[src/rtl/fetch_sequencer_if.sv]
// -----------------------------------------------------------------------------
// fetch_sequencer_if
//
// Bundles the two handshake channels of the fetch sequencer:
//   - instruction-memory request/response (imem_req_*, imem_rsp_*)
//   - fetched-instruction hand-off to decode (instr_*)
//
// Modports:
//   master : the sequencer side (drives requests and instructions)
//   slave  : the environment side (memory and decode)
// -----------------------------------------------------------------------------
interface fetch_sequencer_if;
    logic        imem_req_valid;
    logic        imem_req_ready;
    logic [31:0] imem_req_addr;
    logic        imem_rsp_valid;
    logic [31:0] imem_rsp_data;
    logic        instr_valid;
    logic        instr_ready;
    logic [31:0] instr_data;
    logic [31:0] instr_pc;

    modport master (
        output imem_req_valid,
        output imem_req_addr,
        input  imem_req_ready,
        input  imem_rsp_valid,
        input  imem_rsp_data,
        output instr_valid,
        output instr_data,
        output instr_pc,
        input  instr_ready
    );

    modport slave (
        input  imem_req_valid,
        input  imem_req_addr,
        output imem_req_ready,
        output imem_rsp_valid,
        output imem_rsp_data,
        input  instr_valid,
        input  instr_data,
        input  instr_pc,
        output instr_ready
    );
endinterface

[src/rtl/fetch_sequencer.sv]
// -----------------------------------------------------------------------------
// fetch_sequencer
//
// Owns the program counter. Issues one instruction-memory read at a time,
// captures the response, and offers the word plus its address to decode.
// Applies branch/jump redirects and a level-sensitive halt.
//
// Parameters:
//   RESET_VECTOR : PC value loaded on reset
//   PC_STEP      : increment applied after each non-squashed fetch
//
// Ports:
//   clk             : rising-edge clock
//   reset           : synchronous, active-high reset
//   bus             : memory request/response and decode channels (master)
//   redirect_valid  : single-cycle pulse, branch/jump taken
//   redirect_target : new PC, low two bits dropped
//   halt            : stop fetching at the next instruction boundary
//   halted          : sequencer stopped (leaves only through reset)
//   pc              : current fetch PC
// -----------------------------------------------------------------------------
module fetch_sequencer #(
    parameter logic [31:0] RESET_VECTOR = 32'h0000_0000,
    parameter logic [31:0] PC_STEP      = 32'd4
) (
    input  logic                clk,
    input  logic                reset,
    fetch_sequencer_if.master   bus,
    input  logic                redirect_valid,
    input  logic [31:0]         redirect_target,
    input  logic                halt,
    output logic                halted,
    output logic [31:0]         pc
);

    typedef enum logic [2:0] {
        IDLE,
        REQ,
        WAIT_RSP,
        HOLD,
        HALTED
    } state_t;

    state_t      state_q, state_d;
    logic [31:0] pc_q, pc_d;
    logic        squash_q, squash_d;
    logic [31:0] instr_data_q;
    logic [31:0] instr_pc_q;
    logic        capture;
    logic [31:0] redirect_pc;

    // Word-aligned redirect target.
    assign redirect_pc = redirect_target & 32'hFFFF_FFFC;

    // -------------------------------------------------------------------------
    // Next-state and datapath control
    // -------------------------------------------------------------------------
    always_comb begin
        // NOTE: every signal gets a default before the case so no path leaves
        // one unassigned, which would otherwise infer a latch.
        state_d  = state_q;
        pc_d     = pc_q;
        squash_d = squash_q;
        capture  = 1'b0;

        case (state_q)
            IDLE: begin
                // Redirect beats halt in the same cycle.
                if (redirect_valid) begin
                    pc_d    = redirect_pc;
                    state_d = REQ;
                end else begin
                    state_d = halt ? HALTED : REQ;
                end
            end

            REQ: begin
                // The address may change while the request is unaccepted.
                if (redirect_valid) begin
                    pc_d = redirect_pc;
                end
                if (bus.imem_req_ready) begin
                    state_d = WAIT_RSP;
                    // The old address was accepted; its response is stale.
                    squash_d = redirect_valid;
                end
            end

            WAIT_RSP: begin
                if (bus.imem_rsp_valid) begin
                    if (squash_q || redirect_valid) begin
                        // Stale response: drop it and fetch from pc, which
                        // already holds the latest target.
                        squash_d = 1'b0;
                        state_d  = REQ;
                        if (redirect_valid) begin
                            pc_d = redirect_pc;
                        end
                    end else begin
                        capture = 1'b1;
                        pc_d    = pc_q + PC_STEP;
                        state_d = HOLD;
                    end
                end else if (redirect_valid) begin
                    squash_d = 1'b1;
                    pc_d     = redirect_pc;
                end
            end

            HOLD: begin
                if (redirect_valid) begin
                    // Held instruction is on the wrong path; drop it whether
                    // or not decode took it this cycle.
                    pc_d    = redirect_pc;
                    state_d = REQ;
                end else if (bus.instr_ready) begin
                    state_d = halt ? HALTED : REQ;
                end
            end

            HALTED: begin
                state_d = HALTED;
            end

            default: begin
                state_d = IDLE;
            end
        endcase
    end

    // -------------------------------------------------------------------------
    // State and datapath registers
    // -------------------------------------------------------------------------
    always_ff @(posedge clk) begin
        // NOTE: non-blocking assignments so every register samples the values
        // from before this edge, independent of statement order.
        if (reset) begin
            state_q      <= IDLE;
            pc_q         <= RESET_VECTOR;
            squash_q     <= 1'b0;
            instr_data_q <= '0;
            instr_pc_q   <= '0;
        end else begin
            state_q  <= state_d;
            pc_q     <= pc_d;
            squash_q <= squash_d;
            if (capture) begin
                instr_data_q <= bus.imem_rsp_data;
                instr_pc_q   <= pc_q;
            end
        end
    end

    // -------------------------------------------------------------------------
    // Outputs: registers or direct state decode only
    // -------------------------------------------------------------------------
    assign bus.imem_req_valid = (state_q == REQ);
    assign bus.imem_req_addr  = pc_q;
    assign bus.instr_valid    = (state_q == HOLD);
    assign bus.instr_data     = instr_data_q;
    assign bus.instr_pc       = instr_pc_q;
    assign halted             = (state_q == HALTED);
    assign pc                 = pc_q;

endmodule

[src/flat_wrapper.sv]
// flat-port wrapper written by rule: the top's interface ports become plain ports
module fetch_sequencer_flat 
#(
    parameter logic [31:0] RESET_VECTOR = 32'h0000_0000,
    parameter logic [31:0] PC_STEP      = 32'd4
)
  (clk, reset, redirect_valid, redirect_target, halt, halted, pc, bus_imem_req_valid, bus_imem_req_addr, bus_imem_req_ready, bus_imem_rsp_valid, bus_imem_rsp_data, bus_instr_valid, bus_instr_data, bus_instr_pc, bus_instr_ready);
  fetch_sequencer_if bus_i ();
  input  logic clk;
  input  logic reset;
  input  logic redirect_valid;
  input  logic [31:0] redirect_target;
  input  logic halt;
  output logic halted;
  output logic [31:0] pc;
  output wire logic [$bits(bus_i.imem_req_valid)-1:0] bus_imem_req_valid;
  output wire logic [$bits(bus_i.imem_req_addr)-1:0] bus_imem_req_addr;
  input wire logic [$bits(bus_i.imem_req_ready)-1:0] bus_imem_req_ready;
  input wire logic [$bits(bus_i.imem_rsp_valid)-1:0] bus_imem_rsp_valid;
  input wire logic [$bits(bus_i.imem_rsp_data)-1:0] bus_imem_rsp_data;
  output wire logic [$bits(bus_i.instr_valid)-1:0] bus_instr_valid;
  output wire logic [$bits(bus_i.instr_data)-1:0] bus_instr_data;
  output wire logic [$bits(bus_i.instr_pc)-1:0] bus_instr_pc;
  input wire logic [$bits(bus_i.instr_ready)-1:0] bus_instr_ready;
  assign bus_imem_req_valid = bus_i.imem_req_valid;
  assign bus_imem_req_addr = bus_i.imem_req_addr;
  assign bus_i.imem_req_ready = bus_imem_req_ready;
  assign bus_i.imem_rsp_valid = bus_imem_rsp_valid;
  assign bus_i.imem_rsp_data = bus_imem_rsp_data;
  assign bus_instr_valid = bus_i.instr_valid;
  assign bus_instr_data = bus_i.instr_data;
  assign bus_instr_pc = bus_i.instr_pc;
  assign bus_i.instr_ready = bus_instr_ready;
  fetch_sequencer #(.RESET_VECTOR(RESET_VECTOR), .PC_STEP(PC_STEP)) u_core (.clk(clk), .reset(reset), .bus(bus_i), .redirect_valid(redirect_valid), .redirect_target(redirect_target), .halt(halt), .halted(halted), .pc(pc));
endmodule
[config.mk]
export PLATFORM = sky130hd
export DESIGN_NAME = fetch_sequencer_flat
export DESIGN_NICKNAME = d
export VERILOG_FILES = /design/src/rtl/fetch_sequencer_if.sv /design/src/rtl/fetch_sequencer.sv /design/src/flat_wrapper.sv
export SDC_FILE = /design/constraint.sdc
export NUM_CORES = 1
export LEC_CHECK = 0
export ABC_AREA = 1
export CORE_MARGIN = 2
export CORE_UTILIZATION = 38
export DETAILED_ROUTE_END_ITERATION = 12
export DONT_BUFFER_PORTS = 1
export GPL_TIMING_DRIVEN = 0
export PLACE_DENSITY = 0.53
export SLEW_MARGIN = 20
export SYNTH_ARGS = -nofsm -noshare
export SYNTH_HDL_FRONTEND = slang
export SYNTH_SLANG_ARGS = --single-unit
[constraint.sdc]
create_clock -name clk -period 1.85 [get_ports clk]
set_input_delay 0.37 -clock clk [delete_from_list [all_inputs] [get_ports clk]]
set_output_delay 0.37 -clock clk [all_outputs]
set_load 0.1 [all_outputs]
; Word level (Yosys, flattened, before mapping)
; Index checks and enable logic that the tools add are counted.
; W data, S select, Z words.
[classes]
n_mul = 0
n_shift = 0
bitwise = 0
addsub = 1
div = 0
n_eq_ne = 9
order_cmp = 0
reduce_logical = 7
muxes = 20
[ops]
columns = cell, n
row1 = $mux W32, 3
row2 = $pmux W32 S2, 1
row3 = $add A32 B3 Y32 const B, 1
row4 = $mux W3, 6
row5 = $pmux W3 S5, 1
row6 = $mux W1, 7
row7 = $eq A3 B2 Y1 const B, 2
row8 = $ne A3 B2 Y1 const B, 2
row9 = $reduce_and A4 Y1, 1
row10 = $reduce_bool A2 Y1, 2
row11 = $eq A3 B1 Y1 const B, 1
row12 = $eq A3 B3 Y1 const B, 1
row13 = $logic_not A3 Y1, 1
row14 = $ne A3 B3 Y1 const B, 1
row15 = $reduce_and A3 Y1, 1
row16 = $reduce_or A3 Y1, 1
row17 = $mux W2, 1
row18 = $ne A2 B1 Y1 const B, 1
row19 = $ne A2 B2 Y1 const B, 1
row20 = $pmux W1 S2, 1
row21 = $logic_or A1 B1 Y1, 1
[totals]
regBits = 100
out_inout_bits = 131
romBits = 0
latch_bits = 0
mem_bits_rw = 0
memories = 0

; Logic depth before layout (Yosys ltp)
[logic_depth]
depth_word = 4
mapped_depth = 12
mapped_depth_nobuf = 12

; Worst setup path before layout
; OpenSTA, ideal clock, no wires.
[synth_timing]
path_kind = register -> register
from = register u_core.state_q[2]
to = register u_core.squash_q
t_arrival_ns = 3.425
path_buffers = 1
stages_incl_launch_ff = 10
setup_slack_ns = -1.704
path_cell_list = dfxtp_1 buf_4 nor3_1 inv_1 nor2_1 inv_1 nand2_1 nor2_1 a21oi_1 nor3_2
[synth_via]
elab_chain_len = 3
elab_cells_between_ends = 8
[synth_lines]
columns = item, line
row1 = from (decl), fetch_sequencer.sv:44  ; state_t state_q, state_d;
row2 = from (signal assigned), fetch_sequencer.sv:144  ; state_q <= state_d;
row3 = $eq A3 B1 Y1 *, -
row4 = net bus_imem_req_valid, flat_wrapper.sv:16  ; output wire logic [$bits(bus_i.imem_req_valid)-1:0] bus_imem_req_valid;
row5 = $ne A2 B1 Y1 (no line) or $reduce_bool A2 Y1 (tied branches), -
row6 = $reduce_and A4 Y1 (no line), -
row7 = to (signal assigned), fetch_sequencer.sv:146  ; squash_q <= squash_d;
row8 = to (decl), fetch_sequencer.sv:46  ; logic squash_q, squash_d;
; Mark *: on every way through the listed nets, which the timed path passes. The rest lies on a longest branch.
; A chain may end at the register's enable or synchronous reset.

; Worst setup path after layout
[layout_timing]
from = register u_core.state_q[0]
to = register u_core.state_q[0]
[layout_via]
elab_chain_len = 3
elab_cells_between_ends = 10
[layout_lines]
columns = item, line
row1 = $eq A3 B1 Y1 *, -
row2 = net bus_imem_req_valid, flat_wrapper.sv:16
row3 = $ne A2 B1 Y1 (no line), -
row4 = $reduce_and A3 Y1 (no line), -
; Marks and branches as above.

==> summary.txt <==
Run status
  – Status: finished with violations
  – Failing checks: setup timing

Hold path
  – Min-delay worst type: in2reg

Clock tree
  – Cts hold-fix bufs: 0
  – Worst-path clk slew: ~70 ps
  – Clk sink count: 100
  – Max Buffers Root-to-Sink: 2
  – TritonCTS buffer count: 9
  – CTS tree: yes
  – Root Buffer: clkbuf_16
  – Clk Latency, worst-skew pair: around 350 ps
  – CTS H-Tree Depth: 3

Power
  – PwrDens: ~1800 mW/mm2
  – Leakage Power: between 2 and 2.5 nW
  – Final Power: between 10 and 15 mW
  – Peak supply drop: ~0.89 mV

Synth
  – Syn. warnings: 0
  – Synthesized area: approximately 0.0052 mm2
  – Gate Count Post-Synth: approximately 790
  – Sequential cell area fraction in the yosys report: 0.385
  – Yosys reg bits: 100
  – Avg Inst Size Synth: 6.56 um2
  – Synth cell types: 32
  – Syn_nets: roughly 870
  – Yosys top cell area share: 0.385
  – Top cells by area, synth: dfxtp_1 (38%), nand2_1 (12%), nor2_1 (10%)
  – Post-synth top area cell: dfxtp_1

Timing
  – Slew headroom: 0.296
  – Fin worst setup slack: -189 ps
  – Final Hold Fails: 0
  – Setup-failing EPs final: 7
  – FMAX: roughly 500 MHz
  – Layout Skew: around 12 ps
  – Final Cycle Share: 1.10
  – Worst Tran Pin Value: 1050 ps
  – RSZ-0062 raised after global routing: yes
  – Final Max Slew Viols: 0
  – Period minus WS final: around 2000 ps

Die
  – Initial Util: 0.391
  – Core ar.: 0.0133 mm2
  – Die Area: between 0.01 and 0.015 mm2
  – Cell Rows: between 40 and 50
  – Die Ht: 121 um
  – Die width: about 120 um
  – I/O pin cnt: approximately 200

Setup path
  – Crit-path max cell delay: 850 ps
  – Worst Path Max Fanout: 3
  – Arrival time of the worst setup path: 2310 ps
  – Cell Chain, Critical Path: inv_4 > nor3_4 > inv_2 > nor2_4 > buf_4 > o21ai_0 > a21oi_1
  – Worst Path Class, Setup: reg2reg
  – Startpoint types: flip-flop
  – Data required, critical path: 2120 ps
  – CP max stage cell: nor3_4
  – Crit. End Element: flip-flop
  – Reg-to-reg slack, setup: -190 ps

Global route
  – Vias in the first global route: between 4k and 5k
  – Total grt overflow: 0
  – Largest net degree at the start of global routing: 18
  – Tot GR Track Use: 0.234
  – Initial antenna violation count: 0
  – Global-route wire length before repair: around 26 mm

Drt
  – Vias post-DR: roughly 5.3k
  – Via-per-instance ratio: 5.29
  – Top Metal Used: met4
  – Residual DRC: 0
  – Post-route ant nets: 0
  – Drt wl/cell: roughly 18 um
  – WL met2: approximately 8.5 mm
  – Metal-1 WL: 7.29 mm
  – Met3 wire length: about 1.6 mm
  – DRT Pass-1 Iters: 5
  – Routed WL: approximately 18 mm
  – Initial DRC count: 296

Layout
  – Synth-to-layout area growth: 19.6%
  – FF/Latch Area: 0.00212 mm2
  – ANT cells: 0
  – Final #Nets: approximately 900
  – Area of the multi-input gates: roughly 0.0028 mm2
  – Layout cells sized above 1: 0.220
  – Filler cell count: between 1k and 1.5k

Job
  – Max cap viols: 0

Placed design
  – Port bufs: 0
  – Dpl hpwl: approximately 13 mm
  – Routability congestion estimate: roughly 0.91
  – DP Worst Slack: -313 ps
-- sequential cells by signal, indices dropped and copies added (netlist names) --
name,count
u_core.state_q,3
u_core.squash_q,1
u_core.bus.instr_pc,32
u_core.bus.instr_data,32
u_core.bus.imem_req_addr,32
-- routing by layer --
layer	up-vias	GRT usage
li1	2636	-
met1	2428	0.287
met2	237	0.383
met3	27	0.0611
met4	0	0.106
met5	-	0
-- logic make-up after synthesis --
logic type	Yosys count	share of synthesized area
buf+inv	121	0.122
compound gates	218	0.213
simple gates	348	0.267
fa+ha+maj	1	0.00240
xor+xnor	6	0.0101
flops	100	0.385
-- layout make-up --
cell class,count,area share
clock buffers,10,0.0384
inverters,48,0.0314
repair buffers,21,0.0235
clock inverters,6,0.00744
plain buffers,73,0.0746
flip-flops and latches,100,0.341
well taps,176,0.0354
multi-input cells,573,0.448
-- placed cells by master (no fill, tap or decap), types with 5 or more instances in the layout --
| cell | Yosys | final |
|---|---|---|
| nand2_1 | 169 | 156 |
| nor2_1 | 142 | 120 |
| a21oi_1 | 90 | 87 |
| o21ai_0 | 89 | 83 |
| dfxtp_1 | 100 | 66 |
| buf_4 | 37 | 48 |
| o21ai_1 | 32 | 37 |
| inv_1 | 42 | 36 |
| dfxtp_4 | 0 | 32 |
| clkbuf_1 | 23 | 21 |
| nand3_1 | 18 | 17 |
| nand2_2 | 1 | 12 |
| nor2_2 | 1 | 12 |
| nor2_4 | 0 | 11 |
| clkbuf_16 | 0 | 9 |
| inv_2 | 3 | 7 |
| buf_2 | 7 | 7 |
| clkbuf_2 | 0 | 7 |
| buf_6 | 4 | 6 |
| xor2_1 | 6 | 6 |
| nor3_1 | 7 | 5 |
-- through the flow --
stage / util / area [um2] / hold WS, ps / TNS [ps] / cells
floorplan: - / 5290 / 468 / -155 / 794
global placement: 0.414 / 5510 / 484 / -8940 / 970
detailed placement: 0.414 / 5510 / 495 / -11270 / 970
CTS: 0.451 / 6000 / 172 / -782 / 998
global route: 0.468 / 6230 / 191 / -1870 / 1007
finish: 0.468 / 6230 / 173 / -955 / 1007
-- where the power goes --
| part | internal [mW] | leakage, nW | switching [mW] |
|---|---|---|---|
| clock | 0.961 | 0.137 | 0.898 |
| sequential | 2.62 | 0.837 | 3.01 |
| combinational | 0.946 | 1.40 | 2.57 |
-- cells in the mapped netlist, drive strengths merged --
library cell    n
clkbuf         23
nor4            1
xor2            6
nor3            8
o21ai         122
inv            47
nor2          144
a211oi          1
nand4           4
clkinv          1
nand2         171
buf            50
nand3          18
or2             2
o22ai           1
a31oi           2
o211ai          2
ha              1
dfxtp         100
a21oi          90
-- worst max-delay path: cells and delay by family, from the launching register on --
kind / cells / cell delay, ps
and+or+nand+nor: 2 / 1000
DFF: 1 / 370
buffers and inverters: 3 / 340
AOI/OAI and AO/OA: 2 / 240
-- final timing paths --
kind,from,end,cells past startpoint
hold / removal,bus_imem_rsp_data[18],u_core.bus.instr_data[18],2
hold reg to reg,u_core.squash_q,u_core.squash_q,2
setup / recovery,u_core.state_q[0],u_core.state_q[0],7
setup reg to reg,u_core.state_q[0],u_core.state_q[0],7
-- what timing repair did --
| action | CTS | global route |
|---|---|---|
| setup endpoints to repair | 93 | 57 |
| cloned | 0 | 0 |
| resized for setup | 43 | 63 |
| setup buffers | 12 | 9 |
| pin swaps | 9 | 8 |
Power figures use the tool's default switching activity.
